==> src/rtl/dmem_arbiter.sv <==
// Two-requester arbiter/sequencer for the single-port data memory: core (port C)
// and loader (port L), round-robin with a bounded loader burst lock.
module dmem_arbiter #(
  parameter int AW       = 5,
  parameter int DW       = 32,
  parameter int RD_LAT   = 1,
  parameter int MAX_LOCK = 8
) (
  input  logic          clk,
  input  logic          RN,
  input  logic          C_REQ,
  input  logic          C_WE,
  input  logic [AW-1:0] C_ADDR,
  input  logic [DW-1:0] C_WDATA,
  output logic          C_GNT,
  output logic          C_RVALID,
  output logic [DW-1:0] C_RDATA,
  output logic          C_STALL,
  input  logic          L_REQ,
  input  logic          L_WE,
  input  logic [AW-1:0] L_ADDR,
  input  logic [DW-1:0] L_WDATA,
  input  logic          L_LOCK,
  output logic          L_GNT,
  output logic          L_RVALID,
  output logic [DW-1:0] L_RDATA,
  output logic          M_EN,
  output logic          M_WE,
  output logic [AW-1:0] M_ADDR,
  output logic [DW-1:0] M_WDATA,
  input  logic [DW-1:0] M_RDATA
);

  typedef enum logic [1:0] {ST_IDLE, ST_ISSUE, ST_WAIT} state_t;

  localparam logic [2:0] WAIT_LOAD = 3'(RD_LAT - 1);
  localparam logic [7:0] LOCK_MAX  = 8'(MAX_LOCK);

  state_t        r_state, w_state_next;
  logic          r_last, w_last_next;
  logic          r_lock_act, w_lock_act_next;
  logic [7:0]    r_lock_cnt, w_lock_cnt_next;
  logic [2:0]    r_wait_cnt, w_wait_cnt_next;
  logic          r_owner, w_owner_next;
  logic          r_m_en, w_m_en_next;
  logic          r_m_we, w_m_we_next;
  logic [AW-1:0] r_m_addr, w_m_addr_next;
  logic [DW-1:0] r_m_wdata, w_m_wdata_next;
  logic          r_c_gnt, w_c_gnt_next;
  logic          r_l_gnt, w_l_gnt_next;
  logic          r_c_rvalid, w_c_rvalid_next;
  logic          r_l_rvalid, w_l_rvalid_next;
  logic [DW-1:0] r_c_rdata, w_c_rdata_next;
  logic [DW-1:0] r_l_rdata, w_l_rdata_next;

  logic w_lock_eff;
  logic w_pick_l;
  logic w_pick_c;

  // Dropping L_LOCK releases the lock in the same IDLE cycle it is seen.
  assign w_lock_eff = r_lock_act & L_LOCK;
  assign w_pick_l   = L_REQ & (~C_REQ | (w_lock_eff ? (r_lock_cnt < LOCK_MAX) : ~r_last));
  assign w_pick_c   = C_REQ & ~w_pick_l;

  always_ff @(posedge clk) begin
    if (RN) begin
      r_state    <= ST_IDLE;
      r_last     <= 1'b1;
      r_lock_act <= 1'b0;
      r_lock_cnt <= '0;
      r_wait_cnt <= '0;
      r_owner    <= 1'b0;
      r_m_en     <= 1'b0;
      r_m_we     <= 1'b0;
      r_m_addr   <= '0;
      r_m_wdata  <= '0;
      r_c_gnt    <= 1'b0;
      r_l_gnt    <= 1'b0;
      r_c_rvalid <= 1'b0;
      r_l_rvalid <= 1'b0;
      r_c_rdata  <= '0;
      r_l_rdata  <= '0;
    end else begin
      r_state    <= w_state_next;
      r_last     <= w_last_next;
      r_lock_act <= w_lock_act_next;
      r_lock_cnt <= w_lock_cnt_next;
      r_wait_cnt <= w_wait_cnt_next;
      r_owner    <= w_owner_next;
      r_m_en     <= w_m_en_next;
      r_m_we     <= w_m_we_next;
      r_m_addr   <= w_m_addr_next;
      r_m_wdata  <= w_m_wdata_next;
      r_c_gnt    <= w_c_gnt_next;
      r_l_gnt    <= w_l_gnt_next;
      r_c_rvalid <= w_c_rvalid_next;
      r_l_rvalid <= w_l_rvalid_next;
      r_c_rdata  <= w_c_rdata_next;
      r_l_rdata  <= w_l_rdata_next;
    end
  end

  always_comb begin
    w_state_next    = r_state;
    w_last_next     = r_last;
    w_lock_act_next = r_lock_act;
    w_lock_cnt_next = r_lock_cnt;
    w_wait_cnt_next = r_wait_cnt;
    w_owner_next    = r_owner;
    w_m_en_next     = 1'b0;
    w_m_we_next     = 1'b0;
    w_m_addr_next   = r_m_addr;
    w_m_wdata_next  = r_m_wdata;
    w_c_gnt_next    = 1'b0;
    w_l_gnt_next    = 1'b0;
    w_c_rvalid_next = 1'b0;
    w_l_rvalid_next = 1'b0;
    w_c_rdata_next  = r_c_rdata;
    w_l_rdata_next  = r_l_rdata;

    case (r_state)
      ST_IDLE: begin
        if (!L_LOCK) begin
          w_lock_act_next = 1'b0;
          w_lock_cnt_next = '0;
        end
        if (w_pick_l) begin
          w_state_next   = ST_ISSUE;
          w_m_en_next    = 1'b1;
          w_m_we_next    = L_WE;
          w_m_addr_next  = L_ADDR;
          w_m_wdata_next = L_WDATA;
          w_l_gnt_next   = 1'b1;
          w_owner_next   = 1'b1;
          w_last_next    = 1'b1;
          if (L_LOCK) w_lock_act_next = 1'b1;
          // Only grants taken while the core is kept waiting use up the lock budget.
          if (w_lock_eff && C_REQ) w_lock_cnt_next = r_lock_cnt + 8'd1;
        end else if (w_pick_c) begin
          w_state_next    = ST_ISSUE;
          w_m_en_next     = 1'b1;
          w_m_we_next     = C_WE;
          w_m_addr_next   = C_ADDR;
          w_m_wdata_next  = C_WDATA;
          w_c_gnt_next    = 1'b1;
          w_owner_next    = 1'b0;
          w_last_next     = 1'b0;
          w_lock_cnt_next = '0;
        end
      end
      ST_ISSUE: begin
        if (r_m_we) begin
          w_state_next = ST_IDLE;
        end else begin
          w_wait_cnt_next = WAIT_LOAD;
          w_state_next    = ST_WAIT;
        end
      end
      ST_WAIT: begin
        if (r_wait_cnt == 3'd0) begin
          w_state_next = ST_IDLE;
          if (r_owner) begin
            w_l_rdata_next  = M_RDATA;
            w_l_rvalid_next = 1'b1;
          end else begin
            w_c_rdata_next  = M_RDATA;
            w_c_rvalid_next = 1'b1;
          end
        end else begin
          w_wait_cnt_next = r_wait_cnt - 3'd1;
        end
      end
      default: w_state_next = ST_IDLE;
    endcase
  end

  assign C_GNT    = r_c_gnt;
  assign C_RVALID = r_c_rvalid;
  assign C_RDATA  = r_c_rdata;
  assign C_STALL  = C_REQ & ~r_c_gnt;
  assign L_GNT    = r_l_gnt;
  assign L_RVALID = r_l_rvalid;
  assign L_RDATA  = r_l_rdata;
  assign M_EN     = r_m_en;
  assign M_WE     = r_m_we;
  assign M_ADDR   = r_m_addr;
  assign M_WDATA  = r_m_wdata;

endmodule

==> config.mk <==
export PLATFORM = sky130hd
export DESIGN_NAME = dmem_arbiter
export DESIGN_NICKNAME = d
export VERILOG_FILES = /design/src/rtl/dmem_arbiter.sv
export SDC_FILE = /design/constraint.sdc
export NUM_CORES = 1
export LEC_CHECK = 0
export BUFFER_PORTS_ARGS = -buffer_cell sky130_fd_sc_hd__buf_4
export CORE_MARGIN = 2
export CORE_UTILIZATION = 30
export DETAILED_ROUTE_END_ITERATION = 8
export PLACE_DENSITY = 0.55
export SYNTH_ARGS = -nofsm -noshare
export SYNTH_HDL_FRONTEND = slang
export SYNTH_SLANG_ARGS = --single-unit
export TNS_END_PERCENT = 100
==> constraint.sdc <==
create_clock -name clk -period 2.1 [get_ports clk]
set_input_delay 0.42 -clock clk [delete_from_list [all_inputs] [get_ports clk]]
set_output_delay 0.42 -clock clk [all_outputs]
set_load 0.01 [all_outputs]
==> out/results.ini <==
[synth]
ys_dominant_reg_cell=dfxtp_1
syn_area_um2=5100
async_flop_share=0
synth.largest_area_cell=dfxtp_1
synthTopCellsByArea=dfxtp_1, nand2_1, a21oi_1
syn_nets=709
synth_enable_flop_cells=0
ys_warn_count=0
synthCells=593
synth.avg_cell_area_um2=8.59
yosysUniqueCellTypes=54
seq_area_frac_synth=0.483
synth_top_area_frac=0.483
synth_seq_cells=123

[timing]
finalSetupTns_ns=0
maxSlewViolCount=0
setup_viol=0
fmaxAchievable_mhz=543
slew_headroom=0.441
rsz0062_at_grt=false
min_period_ns=1.84
final_hold_viol_count=0
worst_pin_slew_ns=0.839
finalCritPeriodShare=0.877
skew_ns=0.0112

[grt]
antenna_found_initial=2
grt_pass1_wl_um=26000
grt_max_degree=77
grt_overflow=0
grt_pass1_vias=5079
grt_use_total=0.181

[placement]
placed_cells=992
gp_congestion=0.776
dp_hpwl_um=11400
place.port_buffers=220

[worst_setup_path]
path_max_fanout=44
crit_required_ns=2.45
r2r-end=r_lock_cnt[6]
r2r_cells=4
critPathArrivalTime_ns=2.19
r2r_slack_ns=0.26
start_kind=register
r2r_start=r_lock_cnt[3]
crit_end=r_lock_cnt[6]
worstSetupPathType=register to register
worstSetupEndpointType=register
crit_start=r_lock_cnt[3]

[cts]
post_cts_resized=0
cts_sinks=123
holdBufCountCts=0
clk-insertion-delay-late_ns=0.41
cts_tree=yes
postCtsSetupBuffers=0
clk_path_buf_depth=2
cts_buffers=17
cts-root-buf=clkbuf_16
path_clk_slew_ns=0.06
htree_levels=4

[routing]
vias=5068
antenna_left=0
drtIter0Drc=242
via_per_inst=4.94
drc_errors=0
wl_per_cell_um=15.7
dr.pass1.iters=4
routed_wl_um=16100

[die]
rows=47
coreArea_um2=16600
die_h_um=134
pin_count=221
die_area_um2=18000
start_util=0.307
die_w_um=134

[status]
status=finished clean

[power]
seqPwrFrac=0.403
power.share.clock=0.445
switching_share=0.272
p_int_mw=4.62
p_leak_nw=3.01
switchingPower_mw=1.72
power_frac_comb=0.152
power_density_nw_per_um2=871
vdd_drop_max_uv=569

[layout]
nets=907
final_cells=1026
drive_gt1_frac=0.341
area_growth_pct=43.0

[run]
maxCapViolations=0

[worst_hold_path]
hp-class=input port to register

area by class of cell:
class                           instances  area, um^2
Fill cell                            1683        9300
Tap cell                              220         275
Sequential cell                       123        2460
Timing Repair Buffer                  231        1770
Antenna cell                            2        5.00
Clock inverter                         13         131
Inverter                                6        22.5
Clock buffer                           19         443
Multi-Input combinational cell        412        2180
cell usage after synthesis (2+ instances only):
cell           count
nand2_1          132
buf_6             11
nor3_1             4
o21ai_0           37
ha_1               3
a311oi_1          38
clkbuf_8          10
clkbuf_1          15
clkbuf_2           3
a211oi_1           2
nor4b_1            2
buf_2              5
o21ai_1            3
dlygate4sd3_1      2
dfxtp_1          123
dlygate4sd1_1      2
a21oi_1           68
nand3_1           39
and3_1             2
nor2_1            49
o21a_1             2
inv_1              5
and2_1             5
power by group through the flow:
| stage | clock network (mW) | registers (mW) | logic (mW) |
|---|---|---|---|
| 2_1_floorplan | 0 | 2.65 | 0.493 |
| 3_3_place_gp | 0 | 2.60 | 0.955 |
| 3_5_place_dp | 0 | 2.61 | 0.969 |
| 4_1_cts | 2.90 | 2.56 | 0.971 |
| 5_1_grt | 3.01 | 2.58 | 1.06 |
| 6_report | 2.82 | 2.56 | 0.962 |
state kept, by name (all words and copies together) (netlist names):
name,flops
r_lock_cnt,8
L_RDATA,32
M_WE,1
C_RDATA,32
r_state,2
M_EN,1
r_last,1
C_GNT,1
L_RVALID,1
M_ADDR,5
C_RVALID,1
r_wait_cnt,3
M_WDATA,32
L_GNT,1
r_lock_act,1
r_owner,1
through the flow:
stage	area [um^2]	setup slack, ns	utilization	total power [mW]	hold slack, ns
4_1_cts	7280	0.218	0.439	6.44	0.238
3_3_place_gp	6710	0.265	0.404	3.56	0.443
6_report	7290	0.259	0.439	6.34	0.257
2_1_floorplan	5100	0.542	-	3.15	0.431
3_5_place_dp	6710	0.172	0.404	3.58	0.445
5_1_grt	7290	0.126	0.439	6.65	0.245
cells in the final DEF (no fill, tap or decap), types with 4 or more instances in the layout:
cell type and count:
a311oi_1 38, nand2_1 132, inv_6 7, and2_1 5, a21oi_1 68, o21ai_0 37
inv_1 5, buf_4 228, nor2_1 49, clkbuf_16 17, nand3_1 39, nor3_1 4
dfxtp_1 123
cells by family after synthesis:
family / synth area share
adder cells (fa/ha/maj): 0.00737
buffers and inverters: 0.0911
AND/OR/NAND/NOR: 0.214
flip-flops: 0.483
AO/OA/AOI/OAI: 0.203
multiplexers: 0.00221
critical path, cell delays in order, from the launching register on:
cell and delay (ns):
dfxtp_1 0.31, or3_4 0.41, o221a_4 0.42, o21ai_0 0.44
and2_1 0.20
routing by layer:
metal,global-route usage,up-vias,routed length [um]
met5,0,-,0
met4,0.0749,0,310
met3,0.0692,18,1590
met2,0.297,212,7590
met1,0.212,2375,6590
li1,-,2463,-
worst min-delay path by stage:
| stage | startpoint | end | slack [ns] | cells after the start |
|---|---|---|---|---|
| global placement | L_RDATA[22] | L_RDATA[22] | 0.44 | 2 |
| floorplan | r_lock_cnt[5] | r_lock_cnt[5] | 0.43 | 1 |
| global route | M_RDATA[25] | L_RDATA[25] | 0.24 | 3 |
| finish | M_RDATA[0] | C_RDATA[0] | 0.26 | 3 |
| detailed placement | r_lock_cnt[5] | r_lock_cnt[5] | 0.44 | 1 |
| CTS | M_RDATA[29] | L_RDATA[29] | 0.24 | 3 |
Note: power is estimated with default switching activity, not from simulation.
